[src/rtl/gcd_stim_driver.sv]
// 4-phase req/ack initiator: runs a fixed 8-entry operand table through the
// asynchronous GCD core, checks each result, and exposes LED-ready status.
module gcd_stim_driver #(
   parameter int WIDTH       = 8,
   parameter int TIMEOUT     = 1023,
   parameter int SYNC_STAGES = 2
) (
   input  logic             CLOCK_50,
   input  logic             KEY,
   input  logic             start,
   input  logic             ack,
   input  logic [WIDTH-1:0] result,
   output logic             req,
   output logic [WIDTH-1:0] op_a,
   output logic [WIDTH-1:0] op_b,
   output logic [WIDTH-1:0] last_result,
   output logic [3:0]       pass_count,
   output logic [3:0]       fail_count,
   output logic             busy,
   output logic             done,
   output logic             timeout_err
);

   localparam int SS = (SYNC_STAGES < 2) ? 2 : SYNC_STAGES;
   localparam int TW = (TIMEOUT < 2) ? 1 : $clog2(TIMEOUT + 1);
   localparam logic [TW-1:0] TMO_LAST = TW'(TIMEOUT - 1);

   typedef enum logic [2:0] {
      S_IDLE, S_SETUP, S_REQ_HI, S_CAPTURE, S_REQ_LO, S_NEXT, S_DONE, S_ERR
   } state_t;

   state_t           r_state, w_next;
   logic [SS-1:0]    r_sync;
   logic             w_ack_s;
   logic [TW-1:0]    r_tmo;
   logic [2:0]       r_idx, w_tab_idx;
   logic [WIDTH-1:0] w_tab_a, w_tab_b, w_tab_exp;
   logic [WIDTH-1:0] r_op_a, r_op_b, r_last;
   logic [3:0]       r_pass, r_fail;

   always_ff @(posedge CLOCK_50 or negedge KEY) begin
      if (!KEY) r_sync <= '0;
      else      r_sync <= {r_sync[SS-2:0], ack};
   end

   assign w_ack_s = r_sync[SS-1];

   // One table lookup serves both uses: the entry being loaded on the way into
   // SETUP (index 0 from IDLE, index+1 from NEXT) and the expected value in CAPTURE.
   always_comb begin
      w_tab_idx = r_idx;
      if (r_state == S_IDLE)      w_tab_idx = '0;
      else if (r_state == S_NEXT) w_tab_idx = r_idx + 3'd1;
      w_tab_a   = '0;
      w_tab_b   = '0;
      w_tab_exp = '0;
      case (w_tab_idx)
         3'd0: begin w_tab_a = WIDTH'(48);  w_tab_b = WIDTH'(18);  w_tab_exp = WIDTH'(6);  end
         3'd1: begin w_tab_a = WIDTH'(7);   w_tab_b = WIDTH'(5);   w_tab_exp = WIDTH'(1);  end
         3'd2: begin w_tab_a = WIDTH'(100); w_tab_b = WIDTH'(75);  w_tab_exp = WIDTH'(25); end
         3'd3: begin w_tab_a = WIDTH'(255); w_tab_b = WIDTH'(17);  w_tab_exp = WIDTH'(17); end
         3'd4: begin w_tab_a = WIDTH'(64);  w_tab_b = WIDTH'(64);  w_tab_exp = WIDTH'(64); end
         3'd5: begin w_tab_a = WIDTH'(81);  w_tab_b = WIDTH'(27);  w_tab_exp = WIDTH'(27); end
         3'd6: begin w_tab_a = WIDTH'(13);  w_tab_b = WIDTH'(13);  w_tab_exp = WIDTH'(13); end
         default: begin w_tab_a = WIDTH'(200); w_tab_b = WIDTH'(150); w_tab_exp = WIDTH'(50); end
      endcase
   end

   always_ff @(posedge CLOCK_50 or negedge KEY) begin
      if (!KEY) r_state <= S_IDLE;
      else      r_state <= w_next;
   end

   always_comb begin
      w_next = r_state;
      case (r_state)
         S_IDLE:    if (start) w_next = S_SETUP;
         S_SETUP:   w_next = S_REQ_HI;
         S_REQ_HI: begin
            if (w_ack_s)               w_next = S_CAPTURE;
            else if (r_tmo == TMO_LAST) w_next = S_ERR;
         end
         S_CAPTURE: w_next = S_REQ_LO;
         S_REQ_LO: begin
            if (!w_ack_s)              w_next = S_NEXT;
            else if (r_tmo == TMO_LAST) w_next = S_ERR;
         end
         S_NEXT:    w_next = (r_idx == 3'd7) ? S_DONE : S_SETUP;
         S_DONE:    if (!start) w_next = S_IDLE;
         S_ERR:     w_next = S_ERR;
         default:   w_next = S_IDLE;
      endcase
   end

   always_comb begin
      req         = 1'b0;
      busy        = 1'b1;
      done        = 1'b0;
      timeout_err = 1'b0;
      case (r_state)
         S_REQ_HI, S_CAPTURE: req = 1'b1;
         S_IDLE:              busy = 1'b0;
         S_DONE:  begin busy = 1'b0; done = 1'b1;        end
         S_ERR:   begin busy = 1'b0; timeout_err = 1'b1; end
         default: ;
      endcase
   end

   // SETUP and CAPTURE always precede the two wait states, so clearing outside
   // the waits is the same as clearing on entry to them.
   always_ff @(posedge CLOCK_50 or negedge KEY) begin
      if (!KEY) begin
         r_tmo  <= '0;
         r_idx  <= '0;
         r_op_a <= '0;
         r_op_b <= '0;
         r_last <= '0;
         r_pass <= '0;
         r_fail <= '0;
      end else begin
         if (r_state == S_REQ_HI || r_state == S_REQ_LO) r_tmo <= r_tmo + 1'b1;
         else                                            r_tmo <= '0;
         if (w_next == S_SETUP) begin
            r_idx  <= w_tab_idx;
            r_op_a <= w_tab_a;
            r_op_b <= w_tab_b;
         end
         if (r_state == S_IDLE && start) begin
            r_pass <= '0;
            r_fail <= '0;
         end
         if (r_state == S_CAPTURE) begin
            r_last <= result;
            if (result == w_tab_exp) r_pass <= r_pass + 4'd1;
            else                     r_fail <= r_fail + 4'd1;
         end
      end
   end

   assign op_a        = r_op_a;
   assign op_b        = r_op_b;
   assign last_result = r_last;
   assign pass_count  = r_pass;
   assign fail_count  = r_fail;

endmodule

[config.mk]
export PLATFORM = sky130hd
export DESIGN_NAME = gcd_stim_driver
export DESIGN_NICKNAME = d
export VERILOG_FILES = /design/src/rtl/gcd_stim_driver.sv
export SDC_FILE = /design/constraint.sdc
export NUM_CORES = 1
export LEC_CHECK = 0
export CORE_AREA = 2 2 91 93
export CTS_CLUSTER_SIZE = 25
export DETAILED_ROUTE_END_ITERATION = 7
export DIE_AREA = 0 0 93 95
export GPL_TIMING_DRIVEN = 0
export PLACE_DENSITY_LB_ADDON = 0.15
export SLEW_MARGIN = 10
export SYNTH_ARGS = -nofsm -noshare
export SYNTH_HDL_FRONTEND = slang
export SYNTH_SLANG_ARGS = --single-unit
[constraint.sdc]
create_clock -name CLOCK_50 -period 3.3 [get_ports CLOCK_50]
set_clock_uncertainty 0.2 [all_clocks]
set_input_delay 0.66 -clock CLOCK_50 [delete_from_list [all_inputs] [get_ports CLOCK_50]]
set_output_delay 0.66 -clock CLOCK_50 [all_outputs]
set_load 0.1 [all_outputs]
==> out/metrics.cfg, run 1 <==
[status]
outcome = finished clean

[timing]
post-route-min-period_ns = 3.20
tns_ns = 0
relSlewSlack_pct = 34.8
max_freq_mhz = 313
period_share_pct = 96.8
worst_pin_slew_ns = 0.975
finalSetupViolations = 0
hold_violations = 0
holdWs_ns = 0.0844
finalMaxSlewViolations = 0

[synthesis]
synth_top_area_cell = dfrtp_1
synth_fa_ha_area_share_pct = 3.76
syn-cell-area_um2 = 2660
synth.area.top_cells = dfrtp_1 46%, mux2_2 5.9%, nor2_1 4.5%
synthSimpleGateAreaFrac_pct = 20.4
ys_seq_area_share_pct = 46.1
syn_nets = 288
synth_cell_types = 54
synth_mux_area_share_pct = 7.62
synth_top_cell_area_share_pct = 46.1
synth_top_family_by_area = simple AND/OR/NAND/NOR gates
synth_compound_area_share_pct = 14.6
syn_avg_cell_area_um2 = 9.93
synthFlopType = dfrtp_1
synth_warnings = 0
synthArstFlopShare_pct = 100
yosys_register_bits = 49
synth-xor-area-share_pct = 3.29
synth_cells = 268
synth_edf_count = 0

[layout]
insertedDiodeCount = 0
area_growth_pct = 27.4
nets = 344
regArea_um2 = 1230
drive_above_1_share_pct = 17.2
multi_input_area_um2 = 1330
layout_common_cells = 48 x dfrtp_1, 42 x clkdlybuf4s50_1, 32 x nor2_1, 25 x nand2_1
final_common_cell = dfrtp_1
fillers = 808

[clocking]
cts.sinks = 49
clock_latency_ns = 0.31
cts_buffers = 5
htree_levels = 2
cts_tree = yes
cts-root-buf = clkbuf_8
cts.clk_slew.worst_paths_ns = 0.10
cts_buffer_depth = 2

[power_and_ir_drop]
ir_worst_vdd_uv = 169
power.density_nw_per_um2 = 318
total_leakage_power_uw = 0.00148

[global_routing]
antenna_found_initial = 0
grt_pass1_wl_um = 10300
gr-total-overflow = 0
grt_pass1_vias = 2144
grt_max_degree = 32
grtUsageTotal_pct = 14.5

[critical_path]
crit_required_ns = 2.44
cp-start-kind = register
cp_max_fo = 7
crit_type = register to output port
endpoint_kind = output port
cp.arrival_ns = 2.34

[min_path]
hp-class = input port to asynchronous set/reset pin

[run]
cap_violations = 0

[routing]
finalWirelength_um = 6010
vias = 2105
antenna_left = 0
wl_per_cell_um = 14.0
drcViolationCount = 0
vias_per_cell = 4.90
dr.pass1.iters = 4
first_iter_violations = 119

[floorplan]
fp.dieW_um = 93
dieArea_um2 = 8840
core_area_um2 = 7930
start_util_pct = 33.6
ios = 48
num_rows = 33
die_h_um = 95

[placement]
dp_hpwl_um = 4370
portBuffers = 46
gp_congestion = 0.749

report_power, final:
part / total, uW / internal [uW] / switching [uW]
clock: 374 / 155 / 219
combinational: 95.8 / 30.2 / 65.6
sequential: 609 / 606 / 3.25
through the flow:
stage	setup slack (ns)	utilization (%)	cell area (um2)	power, uW	std cells
floorplan	0.108	-	2660	674	268
global placement	-0.172	41.0	3250	716	419
detailed placement	0.0484	41.2	3270	718	420
CTS	0.0363	42.4	3360	1100	428
global route	-0.00427	42.8	3390	1120	430
finish	0.104	42.8	3390	1080	430
area by class of cell:
| cell class | instances | area share (%) |
|---|---|---|
| inverters | 7 | 0.849 |
| flip-flops and latches | 49 | 36.2 |
| multi-input cells | 198 | 39.1 |
| clock inverters | 3 | 0.738 |
| repair buffers | 49 | 14.8 |
| well taps | 105 | 3.87 |
| clock buffers | 5 | 2.03 |
| plain buffers | 14 | 2.40 |
worst paths after layout:
path | to | slack (ns) | cells past startpoint | startpoint
max | req | 0.10 | 3 | r_state[1]
min | fail_count[2] | 0.08 | 1 | KEY
max reg2reg | fail_count[2] | 0.17 | 11 | r_idx[0]
min reg2reg | r_sync[1] | 0.16 | 0 | r_sync[0]
max in group asynchronous | r_sync[1] | 2.28 | 2 | KEY
min in group CLOCK_50 | r_sync[1] | 0.16 | 0 | r_sync[0]
cells in the mapped netlist (6+ instances only):
cell / count
dfrtp_1: 49
nand3_1: 14
mux2_2: 14
nand2_1: 25
nand2b_1: 6
xor2_1: 6
o21ai_0: 7
ha_1: 8
nor2b_1: 6
a21oi_1: 13
nor2_1: 32
nand4_1: 6
o21ai_1: 10
timing repair:
item | 4_1_cts | 5_1_grt
gates resized for setup | 2 | 2
pin swaps | 0 | 3
endpoints found under the hold margin | 0 | 0
buffers inserted | 0 | 2
setup endpoints to repair | 2 | 6
hold buffers | 0 | 0
flip-flops by register name, summed over array words and instances, names as in the netlist:
signal       cells
r_state          3
last_result      8
op_b             7
r_sync           2
r_tmo           10
r_idx            3
pass_count       4
fail_count       4
op_a             8
layer usage:
| metal | GRT usage, % | vias to the layer above | part of all wire [%] | wire length, um |
|---|---|---|---|---|
| li1 | - | 1043 | - | - |
| met5 | 0 | - | 0 | 0 |
| met2 | 25.9 | 42 | 48 | 2860 |
| met4 | 3.80 | 0 | 0.83 | 50 |
| met3 | 2.71 | 4 | 3.4 | 207 |
| met1 | 18.1 | 1016 | 48 | 2890 |
critical path: stages, from the launching register on:
cell,delay (ns)
dfrtp_1,0.52
nor2b_1,0.16
buf_2,0.20
clkdlybuf4s50_1,1.16
cell families (layout without fill, tap and decap cells):
group	after synthesis	count (layout)
other	1	1
adders and majority gates	8	8
AOI/OAI and AO/OA	55	55
and+or+nand+nor	106	106
muxes	18	18
buffers and inverters	21	78
xor gates and xnor gates	10	10
DFF	49	49
(Power assumes the default switching activity.)
==> run 2, diff against run 1 <==
DONT_BUFFER_PORTS = 1   (was unset)
clock period = 3.9 ns   (was 3.3 ns; I/O delays follow)
==> run 2 against run 1 <==
Clock power shrank 20%. Cell count shrank 11%. Via count shrank 7.4%. Design area shrank 14%. Utilization shrank 6.1 points. Largest cell class unchanged. Register-to-register slack gained 0.55 ns. Non-clock buffer count shrank 48. Sequential power shrank 11%. Hold slack gained 0.038 ns. Critical endpoint is now busy. Die area is the same. Sequential share of layout area grew 5.9 points. Setup slack gained 0.59 ns.
==> out/metrics.cfg, run 2 (synthesis results as in run 1) <==
[floorplan]
fp.dieW_um = 93  ; unchanged
ios = 48  ; unchanged
dieArea_um2 = 8840  ; unchanged
start_util_pct = 33.6  ; unchanged
core_area_um2 = 7930  ; unchanged
die_h_um = 95  ; unchanged
num_rows = 33  ; unchanged

[layout]
fillers = 803  ; was 808
final_common_cell = dfrtp_1  ; unchanged
regArea_um2 = 1230  ; about the same
nets = 296  ; was 344
drive_above_1_share_pct = 18.8  ; was 17.2%
largest_register_ff_count = 10  ; unchanged
regMostFlops = r_tmo  ; unchanged
multi_input_area_um2 = 1330  ; about the same
area_growth_pct = 9.36  ; was 27.4%
layout_common_cells = 49 x dfrtp_1, 31 x nor2_1, 25 x nand2_1, 14 x nand3_1, 14 x mux2_2  ; was 48 x dfrtp_1, 42 x clkdlybuf4s50_1, 32 x nor2_1, 25 x nand2_1
insertedDiodeCount = 0  ; unchanged

[placement]
dp_slack_ns = 0.753  ; was 0.0484 ns
dp_hpwl_um = 4240  ; was 4370 um
gp_congestion = 0.771  ; was 0.749
portBuffers = 0  ; was 46

[global_routing]
grt_max_degree = 50  ; was 32
gr-total-overflow = 0  ; unchanged
grt_pass1_wl_um = 9870  ; was 10,300 um
grtUsageTotal_pct = 14.1  ; was 14.5%
antenna_found_initial = 0  ; unchanged
grt_pass1_vias = 1937  ; was 2,144

[clocking]
clock_latency_ns = 0.30  ; was 0.31 ns
htree_levels = 2  ; unchanged
cts.clk_slew.worst_paths_ns = 0.09  ; was 0.10 ns
cts-root-buf = clkbuf_8  ; unchanged
cts_buffers = 5  ; unchanged
cts_buffer_depth = 2  ; unchanged
cts_tree = yes  ; unchanged
cts.sinks = 49  ; unchanged
cts_resized = 0  ; was 2

[routing]
drcViolationCount = 0  ; unchanged
wl_per_cell_um = 15.5  ; was 14.0 um
vias = 1950  ; was 2,105
finalWirelength_um = 5930  ; was 6010 um
vias_per_cell = 5.10  ; was 4.90
dr.pass1.iters = 4  ; unchanged
antenna_left = 0  ; unchanged
first_iter_violations = 99  ; was 119

[timing]
layout_setup_ws_ns = 0.697  ; was 0.104 ns
tns_ns = 0  ; unchanged
post-route-min-period_ns = 3.20
relSlewSlack_pct = 21.4  ; was 34.8%
finalMaxSlewViolations = 0  ; unchanged
rsz0062_at_grt = no
finalSetupViolations = 0  ; unchanged
worst_pin_slew_ns = 1.18  ; was 0.975 ns
max_freq_mhz = 312
hold_violations = 0  ; unchanged
period_share_pct = 82.1

[critical_path]
cp_max_fo = 10  ; was 7
crit_type = register to output port  ; unchanged
crit_required_ns = 2.92  ; was 2.44 ns
cp-start-kind = register  ; unchanged
cp.arrival_ns = 2.22  ; was 2.34 ns
endpoint_kind = output port  ; unchanged

[run]
cap_violations = 0  ; unchanged

[power_and_ir_drop]
total_leakage_power_uw = 0.00127  ; was 0.00148 uW
p_int_uw = 651  ; was 791 uW
comb_power_share_pct = 3.6  ; was 8.9%
ir_worst_vdd_uv = 154  ; was 169 uV
sw_frac_of_total_pct = 25.7  ; was 26.7%
clockPowerShare_pct = 34.3  ; was 34.6%
switching_power_uw = 225  ; was 288 uW
p_seq_share_pct = 62.1  ; was 56.5%
power.density_nw_per_um2 = 301  ; was 318 nW/um2

[status]
outcome = finished clean  ; unchanged

[min_path]
hp-class = input port to asynchronous set/reset pin  ; unchanged

-- run 2: cell count changes in the layout (fill, tap and decap cells not counted), sizes merged --
cell and change:
clkdlybuf4s50 -42, buf -3, clkbuf +2, inv -2, dlymetal6s2s -1, dlygate4sd2 -2
-- run 2: power groups by stage --
stage	sequential (uW)	clock [uW]	combinational (uW)
floorplan	553	0	17.5
global route	544	328	35.6
CTS	544	314	32.8
finish	543	301	31.7
global placement	554	0	18.7
detailed placement	554	0	18.9
-- run 2: stage by stage --
step                      hold WS (ns)  cells  power (uW)  area (um2)  utilization (%)
final                            0.122    382         876        2910             36.7
after global routing             0.132    382         908        2910             36.7
after CTS                        0.123    382         891        2910             36.7
after detailed placement         0.136    373         573        2800             35.3
after global placement           0.134    373         572        2790             35.2
after floorplan                  0.131    268         570        2660                -
-- run 2: cell type report --
cell class,count,area share (%)
inverter,7,0.989
timing repair buffer,1,0.946
multi-input combinational,198,45.7
clock inverter,1,0.258
buffer,14,2.79
tap,105,4.51
clock buffer,7,2.62
sequential,49,42.1
-- run 2: final timing paths --
| path | to | slack (ns) | startpoint | cells past startpoint |
|---|---|---|---|---|
| worst max register to register | fail_count[2] | 0.72 | r_idx[0] | 10 |
| worst max-delay path | busy | 0.70 | r_state[0] | 4 |
| min in group CLOCK_50 | r_sync[1] | 0.17 | r_sync[0] | 0 |
| worst min-delay path | fail_count[1] | 0.12 | KEY | 1 |
| worst min register to register | r_sync[1] | 0.17 | r_sync[0] | 0 |
| max in group asynchronous | last_result[0] | 3.16 | KEY | 1 |
-- run 2: worst max-delay path, stage by stage (launching register included) --
cell	delay (ns)
dfrtp_1	0.37
buf_6	0.14
clkbuf_1	0.41
nor3_1	0.12
a21oi_2	0.87
-- run 2: what timing repair did --
| item | 4_1_cts | 5_1_grt |
|---|---|---|
| buffers inserted | 0 | 0 |
| hold buffers | 1 | 0 |
| endpoints found under the hold margin | 49 | 0 |
-- run 2: routing by layer --
layer | vias to the layer above | global-route usage, % | part of all wire [%]
met5 | - | 0 | 0
met4 | 0 | 3.31 | 0.89
met3 | 7 | 3.11 | 4.3
met2 | 44 | 23.3 | 48
met1 | 943 | 19.0 | 47
li1 | 956 | - | -
